--- config.mk ---
export PLATFORM = sky130hd
export DESIGN_NAME = uart_rx_wb_fetcher
export DESIGN_NICKNAME = d
export VERILOG_FILES = /design/src/rtl/uart_rx_wb_fetcher.sv
export SDC_FILE = /design/constraint.sdc
export NUM_CORES = 1
export LEC_CHECK = 0
export ABC_AREA = 0
export BUFFER_PORTS_ARGS = -buffer_cell sky130_fd_sc_hd__buf_2
export CAP_MARGIN = 20
export CORE_AREA = 2 2 98 100
export DETAILED_ROUTE_END_ITERATION = 8
export DIE_AREA = 0 0 100 102
export GPL_TIMING_DRIVEN = 0
export PLACE_DENSITY_LB_ADDON = 0.1
export SETUP_SLACK_MARGIN = 0.1
export SYNTH_ARGS = -nofsm -noshare
export SYNTH_HDL_FRONTEND = slang
export SYNTH_SLANG_ARGS = --single-unit
--- constraint.sdc ---
create_clock -name wb_clk_i -period 2.79 [get_ports wb_clk_i]
set_input_delay 0.558 -clock wb_clk_i [delete_from_list [all_inputs] [get_ports wb_clk_i]]
set_output_delay 0.558 -clock wb_clk_i [all_outputs]
set_load 0.1 [all_outputs]
--- src/rtl/uart_rx_wb_fetcher.sv ---
// uart_rx_wb_fetcher: Wishbone master that drains UART RX bytes into a first-word-fall-through byte FIFO
// Ports: wb_clk_i/wb_rst_n clock and async active-low reset; enable_i/uart_irq_i wake-up controls;
// m_* Wishbone master to the UART slave; rx_data_o/rx_valid_o/rx_ready_i downstream byte stream;
// fifo_level_o entries held; bus_err_o sticky bus timeout flag.
module uart_rx_wb_fetcher #(
  parameter logic [31:0] STATUS_ADDR = 32'h0000_0010,
  parameter logic [31:0] RXDATA_ADDR = 32'h0000_0000,
  parameter int RX_EMPTY_BIT = 1,
  parameter int FIFO_DEPTH = 8,
  parameter int POLL_CYCLES = 1024,
  parameter int TIMEOUT_CYCLES = 64
) (
  input  logic wb_clk_i,
  input  logic wb_rst_n,
  input  logic enable_i,
  input  logic uart_irq_i,
  output logic m_cyc_o,
  output logic m_stb_o,
  output logic m_we_o,
  output logic [3:0] m_sel_o,
  output logic [31:0] m_adr_o,
  output logic [31:0] m_dat_o,
  input  logic [31:0] m_dat_i,
  input  logic m_ack_i,
  output logic [7:0] rx_data_o,
  output logic rx_valid_o,
  input  logic rx_ready_i,
  output logic [$clog2(FIFO_DEPTH):0] fifo_level_o,
  output logic bus_err_o
);
  localparam int AW = $clog2(FIFO_DEPTH);
  localparam int LW = AW + 1;
  localparam int PW = POLL_CYCLES > 1 ? $clog2(POLL_CYCLES) : 1;
  localparam int TW = $clog2(TIMEOUT_CYCLES) + 1;
  typedef enum logic [1:0] {IDLE, RD_STAT, RD_DATA} state_t;
  state_t state, state_n;
  logic cyc, cyc_n, err, err_n, push, pop, full, room, poll_hit, trig;
  logic [PW-1:0] pcnt, pcnt_n;
  logic [TW-1:0] tcnt, tcnt_n;
  logic [7:0] mem [FIFO_DEPTH];
  logic [AW-1:0] wp, rp;
  logic [AW:0] level;
  logic unused_dat;
  assign unused_dat = ^m_dat_i;
  assign pop = rx_valid_o & rx_ready_i;
  assign full = level == LW'(FIFO_DEPTH);
  // a data read may be followed by another status read only if a slot is still free after its push
  assign room = pop | (level < LW'(FIFO_DEPTH - 1));
  assign poll_hit = (POLL_CYCLES != 0) && (pcnt == PW'(POLL_CYCLES - 1));
  assign trig = enable_i & (uart_irq_i | poll_hit);
  // In RD_STAT/RD_DATA, cyc=0 marks the one-cycle idle gap that precedes the bus cycle.
  always_comb begin
    state_n = state;
    cyc_n = cyc;
    err_n = err;
    pcnt_n = pcnt;
    tcnt_n = tcnt;
    push = 1'b0;
    if (state == IDLE) begin
      if (trig && !full) begin
        state_n = RD_STAT;
        cyc_n = 1'b1;
        pcnt_n = '0;
      end else if (!(trig && full && poll_hit)) begin
        pcnt_n = poll_hit ? '0 : pcnt + PW'(1);
      end
    end else if (!cyc) begin
      cyc_n = enable_i;
      state_n = enable_i ? state : IDLE;
    end else if (m_ack_i) begin
      cyc_n = 1'b0;
      tcnt_n = '0;
      push = state == RD_DATA;
      state_n = state == RD_STAT ? (m_dat_i[RX_EMPTY_BIT] ? IDLE : RD_DATA) :
                (enable_i && room ? RD_STAT : IDLE);
    end else if (tcnt == TW'(TIMEOUT_CYCLES - 1)) begin
      cyc_n = 1'b0;
      tcnt_n = '0;
      err_n = 1'b1;
      state_n = IDLE;
    end else begin
      tcnt_n = tcnt + TW'(1);
    end
  end
  always_ff @(posedge wb_clk_i or negedge wb_rst_n) begin
    if (!wb_rst_n) begin
      state <= IDLE;
      cyc <= 1'b0;
      err <= 1'b0;
      pcnt <= '0;
      tcnt <= '0;
      wp <= '0;
      rp <= '0;
      level <= '0;
    end else begin
      state <= state_n;
      cyc <= cyc_n;
      err <= err_n;
      pcnt <= pcnt_n;
      tcnt <= tcnt_n;
      wp <= wp + AW'(push);
      rp <= rp + AW'(pop);
      level <= level + LW'(push) - LW'(pop);
    end
  end
  always_ff @(posedge wb_clk_i) begin
    if (push) mem[wp] <= m_dat_i[7:0];
  end
  assign m_cyc_o = cyc;
  assign m_stb_o = cyc;
  assign m_we_o = 1'b0;
  assign m_sel_o = {4{cyc}};
  assign m_adr_o = cyc ? (state == RD_DATA ? RXDATA_ADDR : STATUS_ADDR) : '0;
  assign m_dat_o = '0;
  assign rx_valid_o = level != '0;
  assign rx_data_o = rx_valid_o ? mem[rp] : '0;
  assign fifo_level_o = level;
  assign bus_err_o = err;
endmodule

==> out/metrics.csv <==
metric,value,unit
status,"complete, no violations",
antenna_found_initial,0,
synth_warnings,0,
cts.clk_slew.worst_paths,0.09,ns
wl_per_cell,14.6,um
intPower,0.00300,W
clk_path_buf_depth,2,
io_buffers,34,
hold_viol_final,0,
synth_cells,349,
dp_hpwl,6090,um
die_w,100,um
h-tree-depth,3,
power_frac_clock,0.125,
num_vias,2814,
worstSkewPairLatency,0.35,ns
tns,0,ns
drtAntennaViolNets,0,
path_class,flip-flop to primary output,
startpoint_type,flip-flop,
synthArstFlopShare,0.326,
syn_to_final_growth,18.8,%
drt-initial-drc-count,95,
post-route-worst-setup-slack,0.197,ns
grt_max_degree,32,
p_switching,0.00321,W
cts_tree,yes,
clock.fmax,386,MHz
crit_arrival,2.04,ns
period_share,0.929,
finalNetCount,513,
die_h,102,um
reg2reg_slack,0.20,ns
synth.distinct_cells,53,
wirelength,8440,um
viasPerCell,4.88,
crit_path_start,rp[1]$_DFF_PN0_,
cts_hold_buffers,0,
place_congestion,0.799,
synth_edf_count,64,
pwr-share-comb,0.570,
worst_pin_slew,0.897,ns
place_area,5360,sq um
seq_power_share,0.305,
finalClockSkew,0.0116,ns
layout.area.seq,2710,sq um
drive_gt1_frac,0.388,
p_per_area,1110,nW/um^2
num_rows,35,
route.detailed.drc,0,
cts-root-buf,clkbuf_8,
slew_headroom,0.400,
syn_area,4730,sq um
seq_area_frac_synth,0.570,
synth-main-ff-cell,edfxtp_1,
fin_area,5620,sq um
synth-seq-cells,95,
postLayoutCoreUtil,0.617,
drv_cap,0,
synth_area_per_cell,13.6,sq um
hold_ws,0.237,ns
initial_utilization,0.519,
cp.required,2.23,ns
drv_slew,0,
cts_buffers,9,
r2r_cells,4,
fillers,755,
multi_input_area,1720,sq um
p_leak,2.43,nW
grt_first_pass_wirelength,13200,um
die-area,10200,sq um
hp-class,input port to async pin,
overflow,0,
grt_pass1_vias,2682,
p_sw_frac,0.517,
final.min_clock_period,2.59,ns
peakVddDrop,1.18,mV
io_pins,123,
track_usage,0.171,
rsz0062_at_grt,true,
cts.sinks,95,
n_antenna_cell,0,
first_pass_iters,4,
r2r-start,m_cyc_o$_DFFE_PN0P_,
finalSetupViolCount,0,
core-area,9110,sq um
crit_fanout,10,
pre_cts_slack,-0.0763,ns
critPathCaptureType,primary output,
[cell usage after synthesis (all sizes together) (3+ instances only)]
| cell | instances | area share |
|---|---|---|
| nor3b | 4 | 0.0074 |
| ha | 12 | 0.032 |
| a21o | 3 | 0.0048 |
| o21ai | 10 | 0.011 |
| nand4 | 7 | 0.0093 |
| mux2 | 3 | 0.0071 |
| nand2b | 3 | 0.0040 |
| buf | 76 | 0.12 |
| nand3 | 4 | 0.0042 |
| a21oi | 12 | 0.013 |
| or4 | 4 | 0.0069 |
| nor3 | 4 | 0.0042 |
| o31ai | 7 | 0.011 |
| nor2 | 19 | 0.016 |
| inv | 11 | 0.0087 |
| mux4 | 16 | 0.076 |
| xor2 | 4 | 0.0074 |
| edfxtp | 64 | 0.41 |
| mux2i | 8 | 0.017 |
| and3 | 5 | 0.0066 |
| nand2 | 13 | 0.010 |
| a22o | 3 | 0.0056 |
| dfrtp | 31 | 0.16 |
[logic make-up after synthesis]
kind of cell / Yosys count / synth area share
muxes: 27 / 0.100
buffers and inverters: 89 / 0.130
AOI/OAI and AO/OA: 46 / 0.0664
xor gates and xnor gates: 6 / 0.0111
and+or+nand+nor: 72 / 0.0855
adders and majority gates: 13 / 0.0360
DFF: 95 / 0.570
other: 1 / 0.000793
[critical path: stages, from the launching register on]
cell      delay [ns]
dfrtp_1         0.36
buf_2           0.22
clkbuf_4        0.28
mux4_2          0.34
mux2i_2         0.19
nor2_1          0.06
buf_4           0.23
[stage by stage]
stage / std cells / total power (W)
floorplan: 412 / 0.00483
global placement: 557 / 0.00528
detailed placement: 559 / 0.00534
CTS: 575 / 0.00621
global route: 577 / 0.00652
finish: 577 / 0.00622
[path summary, 6_finish.rpt]
check,end
worst min-delay path,tcnt[0]$_DFFE_PN0P_
worst max register to register,mem[6][4]$_DFFE_PP_
min in group wb_clk_i,bus_err_o$_DFFE_PN0P_
worst min register to register,bus_err_o$_DFFE_PN0P_
worst max-delay path,rx_data_o[4]
max in group asynchronous,fifo_level_o[2]$_DFF_PN0_
[per-layer routing]
layer  global-route usage  share of wire  up-vias
met2                0.293           0.52       74
met3               0.0274          0.039       11
met4               0.0769          0.018        0
met5                    0              0        -
li1                     -              -     1379
met1                0.218           0.43     1350
[repair_timing]
action                     CTS  global route
setup endpoints to repair   10            33
buffers inserted             1             2
gates resized for setup     14             8
[cell usage in the layout, fill, tap and decap left out, types with 3 or more instances in the layout]
| cell | count |
|---|---|
| buf_4 | 81 |
| conb_1 | 64 |
| edfxtp_1 | 64 |
| buf_2 | 29 |
| dfrtp_1 | 26 |
| mux4_2 | 16 |
| nand2_1 | 12 |
| nor2_1 | 12 |
| a21oi_1 | 11 |
| ha_1 | 10 |
| o21ai_0 | 9 |
| clkbuf_8 | 9 |
| inv_1 | 7 |
| mux2i_1 | 7 |
| nor2_2 | 7 |
| nand4_1 | 7 |
| o31ai_1 | 7 |
| and3_1 | 5 |
| xor2_1 | 4 |
| nand3_1 | 4 |
| nor3b_1 | 3 |
| buf_6 | 3 |
| a21o_1 | 3 |
| nand2b_1 | 3 |
| mux2_2 | 3 |
| a22o_1 | 3 |
| dfrtp_2 | 3 |
[sequential cells by signal, indices dropped and copies added, names as in the netlist]
register      count
wp                3
fifo_level_o      4
mem              64
bus_err_o         1
rp                3
m_cyc_o           1
state             2
pcnt             10
tcnt              7
[power groups by stage]
stage,clock network [W],logic [W],registers [W]
2_1_floorplan,0,0.00268,0.00215
3_3_place_gp,0,0.00337,0.00191
3_5_place_dp,0,0.00342,0.00192
4_1_cts,0.000797,0.00353,0.00189
5_1_grt,0.000853,0.00374,0.00192
6_report,0.000776,0.00355,0.00189
[cell type report]
type	count	share of cell area
Sequential cell	95	0.482
Multi-Input combinational cell	228	0.306
Buffer	78	0.106
Timing Repair Buffer	39	0.0428
Tap cell	111	0.0247
Clock buffer	9	0.0221
Inverter	11	0.00891
Clock inverter	6	0.00668
No activity file was read; power rests on OpenSTA's default activity.
